`src/rtl/vend_pkg.sv`:
```
// Shared types, default tables and configuration helpers for the multi-product vending controller.
package vend_pkg;

  typedef enum logic {
    IDLE = 1'b0,
    PAY  = 1'b1
  } state_e;

  // Coin values and prices are counted in half-units. Entry i sits in bits [8*i +: 8].
  localparam int unsigned        DEF_NUM_COIN = 3;
  localparam logic [3*8-1:0]     DEF_COIN_VAL = {8'd4, 8'd2, 8'd1};
  localparam int unsigned        DEF_NUM_PROD = 2;
  localparam logic [2*8-1:0]     DEF_PRICE    = {8'd5, 8'd3};

  // Returns the largest 8-bit entry among the first n entries of a packed table.
  function automatic int unsigned tbl_max(input logic [255:0] tbl, input int unsigned n);
    int unsigned m;
    m = 0;
    for (int unsigned i = 0; i < 32; i++) begin
      if (i < n && 32'(tbl[i*8 +: 8]) > m) m = 32'(tbl[i*8 +: 8]);
    end
    return m;
  endfunction

  // The worst-case credit is (price - 1) plus the largest coin. It must fit in w bits.
  function automatic bit cred_w_ok(input int unsigned max_price,
                                   input int unsigned max_coin,
                                   input int unsigned w);
    return (w >= 32) || (((max_price + max_coin - 1) >> w) == 0);
  endfunction

endpackage

```
`src/rtl/vend_coin_decode.sv`:
```
// Combinational coin decoder. It turns the coin strobe vector into a legal flag, the coin value
// and an error flag for patterns that have more than one bit set.
module vend_coin_decode
  import vend_pkg::*;
#(
  parameter int unsigned                NUM_COIN = DEF_NUM_COIN,
  parameter logic [NUM_COIN*8-1:0]      COIN_VAL = DEF_COIN_VAL,
  parameter int unsigned                CRED_W   = 4
) (
  input  logic [NUM_COIN-1:0] coin_i,
  output logic                legal_o,
  output logic [CRED_W-1:0]   value_o,
  output logic                err_o
);

  always_comb begin
    legal_o = $onehot(coin_i);
    err_o   = (coin_i != '0) && !legal_o;
    value_o = '0;
    for (int unsigned i = 0; i < NUM_COIN; i++) begin
      if (legal_o && coin_i[i]) value_o = CRED_W'(COIN_VAL[i*8 +: 8]);
    end
  end

endmodule

```
`src/rtl/vend_ctrl_multi.sv`:
```
// Multi-coin, multi-product vending controller with cancel/refund and registered output pulses.
// The optional idle auto-refund is built when the macro VEND_TIMEOUT_EN is defined.
module vend_ctrl_multi
  import vend_pkg::*;
#(
  parameter int unsigned            NUM_COIN = DEF_NUM_COIN,
  parameter logic [NUM_COIN*8-1:0]  COIN_VAL = DEF_COIN_VAL,
  parameter int unsigned            NUM_PROD = DEF_NUM_PROD,
  parameter logic [NUM_PROD*8-1:0]  PRICE    = DEF_PRICE,
  parameter int unsigned            SEL_W    = 1,
  parameter int unsigned            CRED_W   = 4,
  parameter int unsigned            TIMEOUT  = 16
) (
  input  logic                clk,
  input  logic                rst,
  input  logic [NUM_COIN-1:0] coin,
  input  logic [SEL_W-1:0]    sel,
  input  logic                cancel,
  output logic                out1,
  output logic [SEL_W-1:0]    out_prod,
  output logic [CRED_W-1:0]   out2,
  output logic                out_refund,
  output logic                busy,
  output logic                coin_err
);

  localparam int unsigned MAX_PRICE = tbl_max(256'(PRICE), NUM_PROD);
  localparam int unsigned MAX_COIN  = tbl_max(256'(COIN_VAL), NUM_COIN);

  if (!cred_w_ok(MAX_PRICE, MAX_COIN, CRED_W) || TIMEOUT == 0 ||
      NUM_PROD > (1 << SEL_W)) begin : g_bad_cfg
    $error("vend_ctrl_multi: CRED_W, SEL_W or TIMEOUT too small for the tables");
  end

  state_e              state_q, state_d;
  logic [CRED_W-1:0]   credit_q, credit_d;
  logic [SEL_W-1:0]    prod_q, prod_d;
  logic                out1_q, out1_d;
  logic [SEL_W-1:0]    out_prod_q, out_prod_d;
  logic [CRED_W-1:0]   out2_q, out2_d;
  logic                refund_q, refund_d;
  logic                err_q;

  logic                coin_legal, coin_bad;
  logic [CRED_W-1:0]   coin_value;
  logic [SEL_W-1:0]    sel_eff, prod_cur;
  logic [CRED_W-1:0]   price_cur, new_credit;
  logic                timeout_hit;

  function automatic logic [CRED_W-1:0] price_of(input logic [SEL_W-1:0] p);
    price_of = '0;
    for (int unsigned j = 0; j < NUM_PROD; j++) begin
      if (p == SEL_W'(j)) price_of = CRED_W'(PRICE[j*8 +: 8]);
    end
  endfunction

  vend_coin_decode #(
    .NUM_COIN (NUM_COIN),
    .COIN_VAL (COIN_VAL),
    .CRED_W   (CRED_W)
  ) u_decode (
    .coin_i   (coin),
    .legal_o  (coin_legal),
    .value_o  (coin_value),
    .err_o    (coin_bad)
  );

  // Out-of-range selections fall back to product 0. The product is locked once payment starts.
  assign sel_eff    = (32'(sel) < NUM_PROD) ? sel : '0;
  assign prod_cur   = (state_q == IDLE) ? sel_eff : prod_q;
  assign price_cur  = price_of(prod_cur);
  assign new_credit = credit_q + coin_value;

  always_comb begin
    // NOTE: every combinationally assigned signal gets a default first, so no path infers a latch.
    state_d    = state_q;
    credit_d   = credit_q;
    prod_d     = prod_q;
    out1_d     = 1'b0;
    out_prod_d = '0;
    out2_d     = '0;
    refund_d   = 1'b0;

    if (state_q == PAY && (cancel || timeout_hit)) begin
      refund_d = 1'b1;
      out2_d   = new_credit;
      credit_d = '0;
      state_d  = IDLE;
    end else if (coin_legal) begin
      prod_d = prod_cur;
      if (new_credit >= price_cur) begin
        out1_d     = 1'b1;
        out_prod_d = prod_cur;
        out2_d     = new_credit - price_cur;
        credit_d   = '0;
        state_d    = IDLE;
      end else begin
        credit_d = new_credit;
        state_d  = PAY;
      end
    end
  end

`ifdef VEND_TIMEOUT_EN
  localparam int unsigned CNT_W = (TIMEOUT > 1) ? $clog2(TIMEOUT) : 1;

  logic [CNT_W-1:0] cnt_q, cnt_d;
  logic             activity;

  // An illegal coin pattern still counts as customer activity and restarts the idle count.
  assign activity    = (coin != '0) || cancel;
  assign timeout_hit = (state_q == PAY) && !activity && (cnt_q == CNT_W'(TIMEOUT - 1));

  always_comb begin
    cnt_d = '0;
    if (state_q == PAY && state_d == PAY && !activity) cnt_d = cnt_q + CNT_W'(1);
  end

  always_ff @(posedge clk or negedge rst) begin
    if (!rst) cnt_q <= '0;
    else      cnt_q <= cnt_d;
  end
`else
  assign timeout_hit = 1'b0;
`endif

  // NOTE: state registers use non-blocking assignments, so every flop samples pre-edge values.
  always_ff @(posedge clk or negedge rst) begin
    if (!rst) begin
      state_q    <= IDLE;
      credit_q   <= '0;
      prod_q     <= '0;
      out1_q     <= 1'b0;
      out_prod_q <= '0;
      out2_q     <= '0;
      refund_q   <= 1'b0;
      err_q      <= 1'b0;
    end else begin
      state_q    <= state_d;
      credit_q   <= credit_d;
      prod_q     <= prod_d;
      out1_q     <= out1_d;
      out_prod_q <= out_prod_d;
      out2_q     <= out2_d;
      refund_q   <= refund_d;
      err_q      <= coin_bad;
    end
  end

  assign out1       = out1_q;
  assign out_prod   = out_prod_q;
  assign out2       = out2_q;
  assign out_refund = refund_q;
  assign busy       = (state_q == PAY);
  assign coin_err   = err_q;

endmodule
```
`config.mk`:
```
export PLATFORM = sky130hd
export DESIGN_NAME = vend_ctrl_multi
export DESIGN_NICKNAME = d
export VERILOG_FILES = /design/src/rtl/vend_pkg.sv /design/src/rtl/vend_coin_decode.sv /design/src/rtl/vend_ctrl_multi.sv
export SDC_FILE = /design/constraint.sdc
export NUM_CORES = 1
export LEC_CHECK = 0
export ABC_AREA = 0
export BUFFER_PORTS_ARGS = -buffer_cell sky130_fd_sc_hd__buf_2
export CORE_UTILIZATION = 55
export DETAILED_ROUTE_END_ITERATION = 12
export PLACE_DENSITY = 0.79
export SYNTH_ARGS = -nofsm -noshare
export SYNTH_HDL_FRONTEND = slang
export SYNTH_HIERARCHICAL = 1
export SYNTH_SLANG_ARGS = --single-unit
```
`constraint.sdc`:
```
create_clock -name clk -period 4 [get_ports clk]
set_clock_uncertainty 0.1 [all_clocks]
set_input_delay 0.2 -clock clk [delete_from_list [all_inputs] [get_ports clk]]
set_output_delay 0.2 -clock clk [all_outputs]
set_load 0.01 [all_outputs]
```
==> impl_metrics.csv, run 1 <==
group,metric,value,unit
layout,area_growth,15.03,%
pwr,p_sw,0.1515,mW
timing,max_freq,290.4,MHz
floorplan,die_y,41.10,um
hold_path,hold_path.class,"in2reg",
logic_synthesis,synth_cells,71,
pwr,internal_power,0.2631,mW
clock_tree,cts_tree,"built",
run,maxCapViolations,0,
global_routing,grt_usage,23.45,%
clock_tree,clk_latency,0.27,ns
global_routing,grt_max_degree,15,
worst_setup_path,crit_family,"adder cells",
worst_setup_path,slowest_delay,0.65,ns
placed_design,gp_congestion,0.9225,
worst_setup_path,slowest_stage,"a2111oi_4",
global_routing,grt_pass1_wl,2.504,mm
logic_synthesis,yosysTopAreaCell,"dfrtp_1",
clock_tree,root_buffer,"clkbuf_4",
route,vias,611,
timing,slew_headroom,59.38,%
floorplan,core,1366,um^2
worst_setup_path,crit_buf_inv,1,
logic_synthesis,ys_async_sr_fraction,100.0,%
clock_tree,cts_max_path_buffers,2,
logic_synthesis,ys.flop_type,"dfrtp_1",
route,wl_per_cell,14.66,um
clock_tree,cts.sinks,14,
logic_synthesis,yosysSeqAreaShare,41.67,%
floorplan,dieArea,1689,um^2
global_routing,grt_overflow_total,0,
pwr,power_frac_seq,42.3,%
timing,slew_violations,0,
route,drc,0,
placed_design,dpl.hpwl,1.182,mm
route,final_antenna_net_count,0,
placed_design,pre_cts_slack,0.2720,ns
worst_setup_path,cp_cell_sequence,"buf_2 > fa_1 > nor2b_4 > nor4bb_4 > ha_1 > fa_1 > ha_1 > ha_1 > nand2b_1 > a2111oi_4 > a32o_1",
logic_synthesis,yosysUniqueCellTypes,31,
layout,antenna_cells,0,
layout,fin_nets,108,
route,drt_iter0_drc,11,
route,firstDrtPassIters,4,
floorplan,row_count,13,
timing,fin_setup_tns,0,ns
logic_synthesis,ys_top_cells_by_count,"dfrtp_1, ha_1, nand2_1",
worst_setup_path,worstPathRequired,4.11,ns
worst_setup_path,crit_path_frequent_cell,"ha_1",
pwr,p_leak,0.5039,nW
timing,hold_violations,0,
worst_setup_path,cp_max_fo,9,
logic_synthesis,syn_nets,87,
global_routing,grt_antenna_before_repair,0,
floorplan,io_pins,16,
worst_setup_path,arrival,3.55,ns
timing,setup_viol,0,
pwr,p_sw_share,36.53,%
timing,finalWorstSetupSlack,0.5566,ns
pwr,p_comb_share,38.5,%
clock_tree,cts_setup_buffers,0,
pwr,p_clk_share,19.2,%
global_routing,grt_pass1_vias,546,
logic_synthesis,synth_top_cell_area_share,41.67,%
run_status,outcome,"finished, final reports clean",
clock_tree,numCtsBuffers,3,
pwr,vdd_drop_max,0.2592,mV
timing,fin_crit_sh,86.09,%
logic_synthesis,syn-cell-area,840.8,um^2
logic_synthesis,synth.ff_latch_count,14,
floorplan,start_util,61.54,%
logic_synthesis,synth_edf_count,0,
worst_setup_path,cp-end-kind,"register",
logic_synthesis,avgSynthCellArea,11.84,um^2
worst_setup_path,cp-start-kind,"primary input",
pwr,p_per_area,428.7,nW/um^2
floorplan,die_w,41.10,um
layout,drive_gt1_share,31.11,%
logic_synthesis,synth_area_leaders,"dfrtp_1, ha_1, fa_1, a32o_1, a2111oi_4",
clock_tree,cts-htree-levels,1,
clock_tree,clk_pin_slew,0.09,ns
route,wl,1.539,mm
timing,fin_crit,3.443,ns
logic_synthesis,synth_warnings,6,
logic_synthesis,synth_most_common_cell,"dfrtp_1",
route,via_per_inst,5.819,
layout,fill_cells,108,
timing,rsz0062_at_grt,"no",
worst_setup_path,path_class,"in2reg",
placed_design,port_buffers,15,
timing,worstMarginPinSlew,0.6094,ns
[placed cells by master (no fill, tap or decap), types with 2 or more instances in the layout]
| cell type | instances |
|---|---|
| a21oi_1 | 3 |
| a21oi_2 | 2 |
| a32o_1 | 3 |
| buf_2 | 15 |
| clkbuf_4 | 3 |
| dfrtp_1 | 14 |
| fa_1 | 3 |
| ha_1 | 6 |
| inv_1 | 5 |
| nand2_1 | 6 |
| nor2_1 | 3 |
| o21ai_0 | 2 |
| o22ai_1 | 2 |
| xor2_1 | 3 |
[worst register-to-register path, cell delays in order (launching register included)]
cell and delay [ns]:
dfrtp_1 0.39, ha_1 0.24, fa_1 0.51, ha_1 0.34, ha_1 0.20, nand2b_1 0.19
a2111oi_4 0.65, a32o_1 0.27
[metrics by stage]
| stage | instance area (um^2) | std cells | hold WS, ns | power, mW | utilization, % |
|---|---|---|---|---|---|
| floorplan | 840.8 | 71 | -0.1956 | 0.2892 | - |
| global placement | 934.6 | 101 | 0.005078 | 0.3309 | 68.41 |
| detailed placement | 934.6 | 101 | 0.007880 | 0.3350 | 68.41 |
| CTS | 967.2 | 105 | 0.2183 | 0.4134 | 70.79 |
| global route | 967.2 | 105 | 0.2338 | 0.4434 | 70.79 |
| finish | 967.2 | 105 | 0.2139 | 0.4146 | 70.79 |
[flip-flops by register name, summed over array words and instances, names as in the netlist]
signal      count
credit_q        4
out2            4
busy            1
coin_err        1
out1            1
out_prod        1
out_refund      1
prod_q          1
[worst paths after layout]
path / start / end / cells past startpoint / slack (ns)
min in group asynchronous: rst / out2[1]$_DFF_PN0_ / 2 / 0.24
worst max-delay path: coin[0] / credit_q[2]$_DFFE_PN0P_ / 11 / 0.56
worst max register to register: credit_q[0]$_DFFE_PN0P_ / credit_q[2]$_DFFE_PN0P_ / 7 / 1.05
max in group asynchronous: rst / credit_q[0]$_DFFE_PN0P_ / 2 / 3.32
worst min-delay path: cancel / out2[0]$_DFF_PN0_ / 3 / 0.21
worst min register to register: prod_q$_DFFE_PN0P_ / prod_q$_DFFE_PN0P_ / 2 / 0.42
[routing by layer]
metal	global-route usage, %	share of wire [%]	vias to the layer above	wire [um]
li1	-	-	294	-
met5	0	0	-	0
met2	36.33	45	17	690
met3	4.891	3.8	0	58
met4	7.258	0	0	0
met1	32.44	51	300	790
[repair_timing]
item / CTS / global route
gates resized for setup: 0 / 0
endpoints found under the hold margin: 14 / 0
hold buffers: 1 / 0
[logic make-up after synthesis]
logic type / synth area share, %
compound gates: 16.52
xor+xnor: 3.126
fa+ha+maj: 16.07
buf+inv: 3.126
flops: 41.67
mux: 1.191
other cells: 0.4460
simple gates: 17.86
[power groups by stage]
stage | clock, mW | sequential [mW] | combinational, mW
global placement | 0 | 0.177 | 0.154
CTS | 0.0792 | 0.175 | 0.159
detailed placement | 0 | 0.178 | 0.157
finish | 0.0797 | 0.175 | 0.160
floorplan | 0 | 0.186 | 0.103
global route | 0.0852 | 0.180 | 0.178
[area by class of cell]
type	count	area, um^2	area share, %
inverter	5	18.77	1.940
timing repair buffer	17	92.59	9.573
sequential	14	350.3	36.22
tap	15	18.77	1.940
multi-input combinational	51	464.2	47.99
clock buffer	3	22.52	2.329
No activity file was read; power rests on OpenSTA's default activity.
==> inputs of run 2 (changes only) <==
Settings changed: ABC_AREA 0 to 1, CTS_CLUSTER_DIAMETER set to 40.
==> impl_metrics.csv, run 2 <==
group,metric,value,unit
worst_setup_path,cp-end-kind,"register",
route,via_per_inst,4.929,
clock_tree,cts-htree-levels,1,
worst_setup_path,cp-start-kind,"primary input",
timing,fin_crit,2.869,ns
logic_synthesis,syn-cell-area,902.1,um^2
worst_setup_path,cp_max_fo,5,
hold_path,hold_path.class,"in2reg",
floorplan,dieArea,1806,um^2
layout,final_common_cell,"nand2_1",
timing,setup_viol,0,
logic_synthesis,synth_area_leaders,"dfrtp_1, nand2_1, ha_1, fa_1, inv_1",
logic_synthesis,synth.ff_latch_count,14,
route,vias,695,
clock_tree,clk_latency,0.29,ns
global_routing,grt_overflow_total,0,
global_routing,grt_antenna_before_repair,0,
run_status,outcome,"finished, final reports clean",
logic_synthesis,yosysSeqAreaShare,38.83,%
timing,slew_headroom,48.54,%
floorplan,die_w,42.50,um
layout,layout_common_cells,"nand2_1, buf_2, inv_1, dfrtp_1, nor2_1",
clock_tree,numCtsBuffers,3,
layout,area_growth,14.84,%
global_routing,grt_max_degree,15,
route,firstDrtPassIters,4,
worst_setup_path,slowest_stage,"fa_1",
logic_synthesis,yosysUniqueCellTypes,22,
logic_synthesis,avgSynthCellArea,8.511,um^2
global_routing,grt_pass1_vias,661,
worst_setup_path,slowest_delay,0.54,ns
logic_synthesis,ys.flop_type,"dfrtp_1",
pwr,p_leak,0.5955,nW
logic_synthesis,yosysTopAreaCell,"dfrtp_1",
run,maxCapViolations,0,
floorplan,row_count,14,
route,drc,0,
placed_design,place_inst,136,
worst_setup_path,worstPathRequired,4.09,ns
logic_synthesis,synth_cells,106,
timing,fin_crit_sh,71.73,%
clock_tree,cts.sinks,14,
logic_synthesis,syn_nets,122,
layout,fin_nets,142,
logic_synthesis,synth_edf_count,0,
clock_tree,cts_resized,0,
clock_tree,cts_max_path_buffers,2,
global_routing,grt_pass1_wl,2.711,mm
placed_design,port_buffers,15,
layout,layout.cells.non_filler,141,
timing,worstMarginPinSlew,0.7639,ns
worst_setup_path,arrival,2.96,ns
layout,drive_gt1_share,28.80,%
clock_tree,cts_tree,"built",
logic_synthesis,synth_top_cell_area_share,38.83,%
placed_design,dpl.hpwl,1.284,mm
route,drt_iter0_drc,11,
pwr,p_per_area,438.8,nW/um^2
global_routing,grt_usage,20.18,%
layout,antenna_cells,0,
worst_setup_path,path_class,"in2reg",
floorplan,die_y,42.50,um
logic_synthesis,ys_async_sr_fraction,100.0,%
clock_tree,root_buffer,"clkbuf_4",
floorplan,io_pins,16,
route,wl,1.581,mm
pwr,vdd_drop_max,0.2599,mV
worst_setup_path,reg2reg_slack,1.43,ns
route,wl_per_cell,11.21,um
logic_synthesis,synth_warnings,6,
logic_synthesis,synth_most_common_cell,"nand2_1",
worst_setup_path,crit_family,"adder cells",
logic_synthesis,ys_top_cells_by_count,"nand2_1, dfrtp_1, inv_1",
pwr,power,0.4546,mW
worst_setup_path,crit_buf_inv,3,
clock_tree,clk_pin_slew,0.08,ns
timing,fin_setup_tns,0,ns
timing,max_freq,348.5,MHz
timing,slew_violations,0,
route,final_antenna_net_count,0,
timing,hold_violations,0,
worst_setup_path,cp_cell_sequence,"buf_2 > fa_1 > nand2_2 > nor2_2 > ha_1 > fa_1 > ha_1 > ha_1 > nand2_1 > inv_1 > nor2_1 > nand3_4 > nand2_4 > inv_4 > nand2_2 > nand2_2",
placed_design,gp_congestion,0.7817,
timing,rsz0062_at_grt,"no",
floorplan,start_util,59.20,%
floorplan,core,1524,um^2
-- run 2: cell count changes after synthesis, sizes merged, moves of 3 or more --
cell   previous run  this run
inv               5        16
a21oi             5         0
nand2             6        36
nand3             2         7
nor2              3        10
a32o              3         0
o21ai             2         7
-- run 2: cell families after synthesis --
group                      synth area share [%]
AOI/OAI and AO/OA                         5.132
xor gates and xnor gates                  1.942
adders and majority gates                 14.98
buffers and inverters                     7.767
DFF                                       38.84
other                                    0.4157
and+or+nand+nor                           30.93
-- run 2: area by class of cell --
cell class,count,area (um^2)
multi-input combinational,75,481.7
clock buffer,4,36.28
timing repair buffer,16,85.08
sequential,14,350.3
inverter,16,62.56
tap,16,20.02
fill,129,488.0
-- run 2: worst paths after layout --
check | depth (start not counted) | start | endpoint
worst min-delay path | 3 | cancel | out_refund$_DFF_PN0_
worst min register to register | 2 | prod_q$_DFFE_PN0P_ | prod_q$_DFFE_PN0P_
min in group asynchronous | 2 | rst | coin_err$_DFF_PN0_
max in group asynchronous | 2 | rst | busy$_DFFE_PN0P_
worst max register to register | 12 | credit_q[0]$_DFFE_PN0P_ | out2[3]$_DFF_PN0_
worst max-delay path | 16 | coin[0] | out2[3]$_DFF_PN0_
-- run 2: through the flow --
step / cell area [um^2] / util (%) / hold slack [ns] / setup slack [ns]
after floorplan: 902.1 / - / -0.1956 / 1.173
after global placement: 989.7 / 64.94 / 0.008204 / 0.9109
after detailed placement: 989.7 / 64.94 / 0.01179 / 0.8132
after CTS: 1036 / 67.98 / 0.09665 / 1.135
after global routing: 1036 / 67.98 / 0.1089 / 0.9756
final: 1036 / 67.98 / 0.09932 / 1.131
-- run 2: metal layers --
layer,GRT usage [%],vias to the layer above,part of all wire (%)
met5,0,-,0
met1,24.24,318,45
li1,-,363,-
met3,3.879,3,3.0
met4,7.500,0,1.2
met2,35.38,11,51
-- run 2: power breakdown --
part           switching, mW  internal (mW)
Combinational          0.106         0.0646
Sequential            0.0124          0.165
Clock                 0.0505         0.0555
-- run 2: repair_timing --
item	4_1_cts	5_1_grt
setup buffers	0	0
hold buffers	1	0
hold endpoints to repair	14	0
-- run 2: worst register-to-register path, delay by kind of cell, from the launching register on --
| family | cells | cell delay, ns |
|---|---|---|
| adder cells (fa/ha/maj) | 4 | 1.31 |
| AND/OR/NAND/NOR | 6 | 0.58 |
| flip-flops | 1 | 0.40 |
| buffers and inverters | 2 | 0.08 |
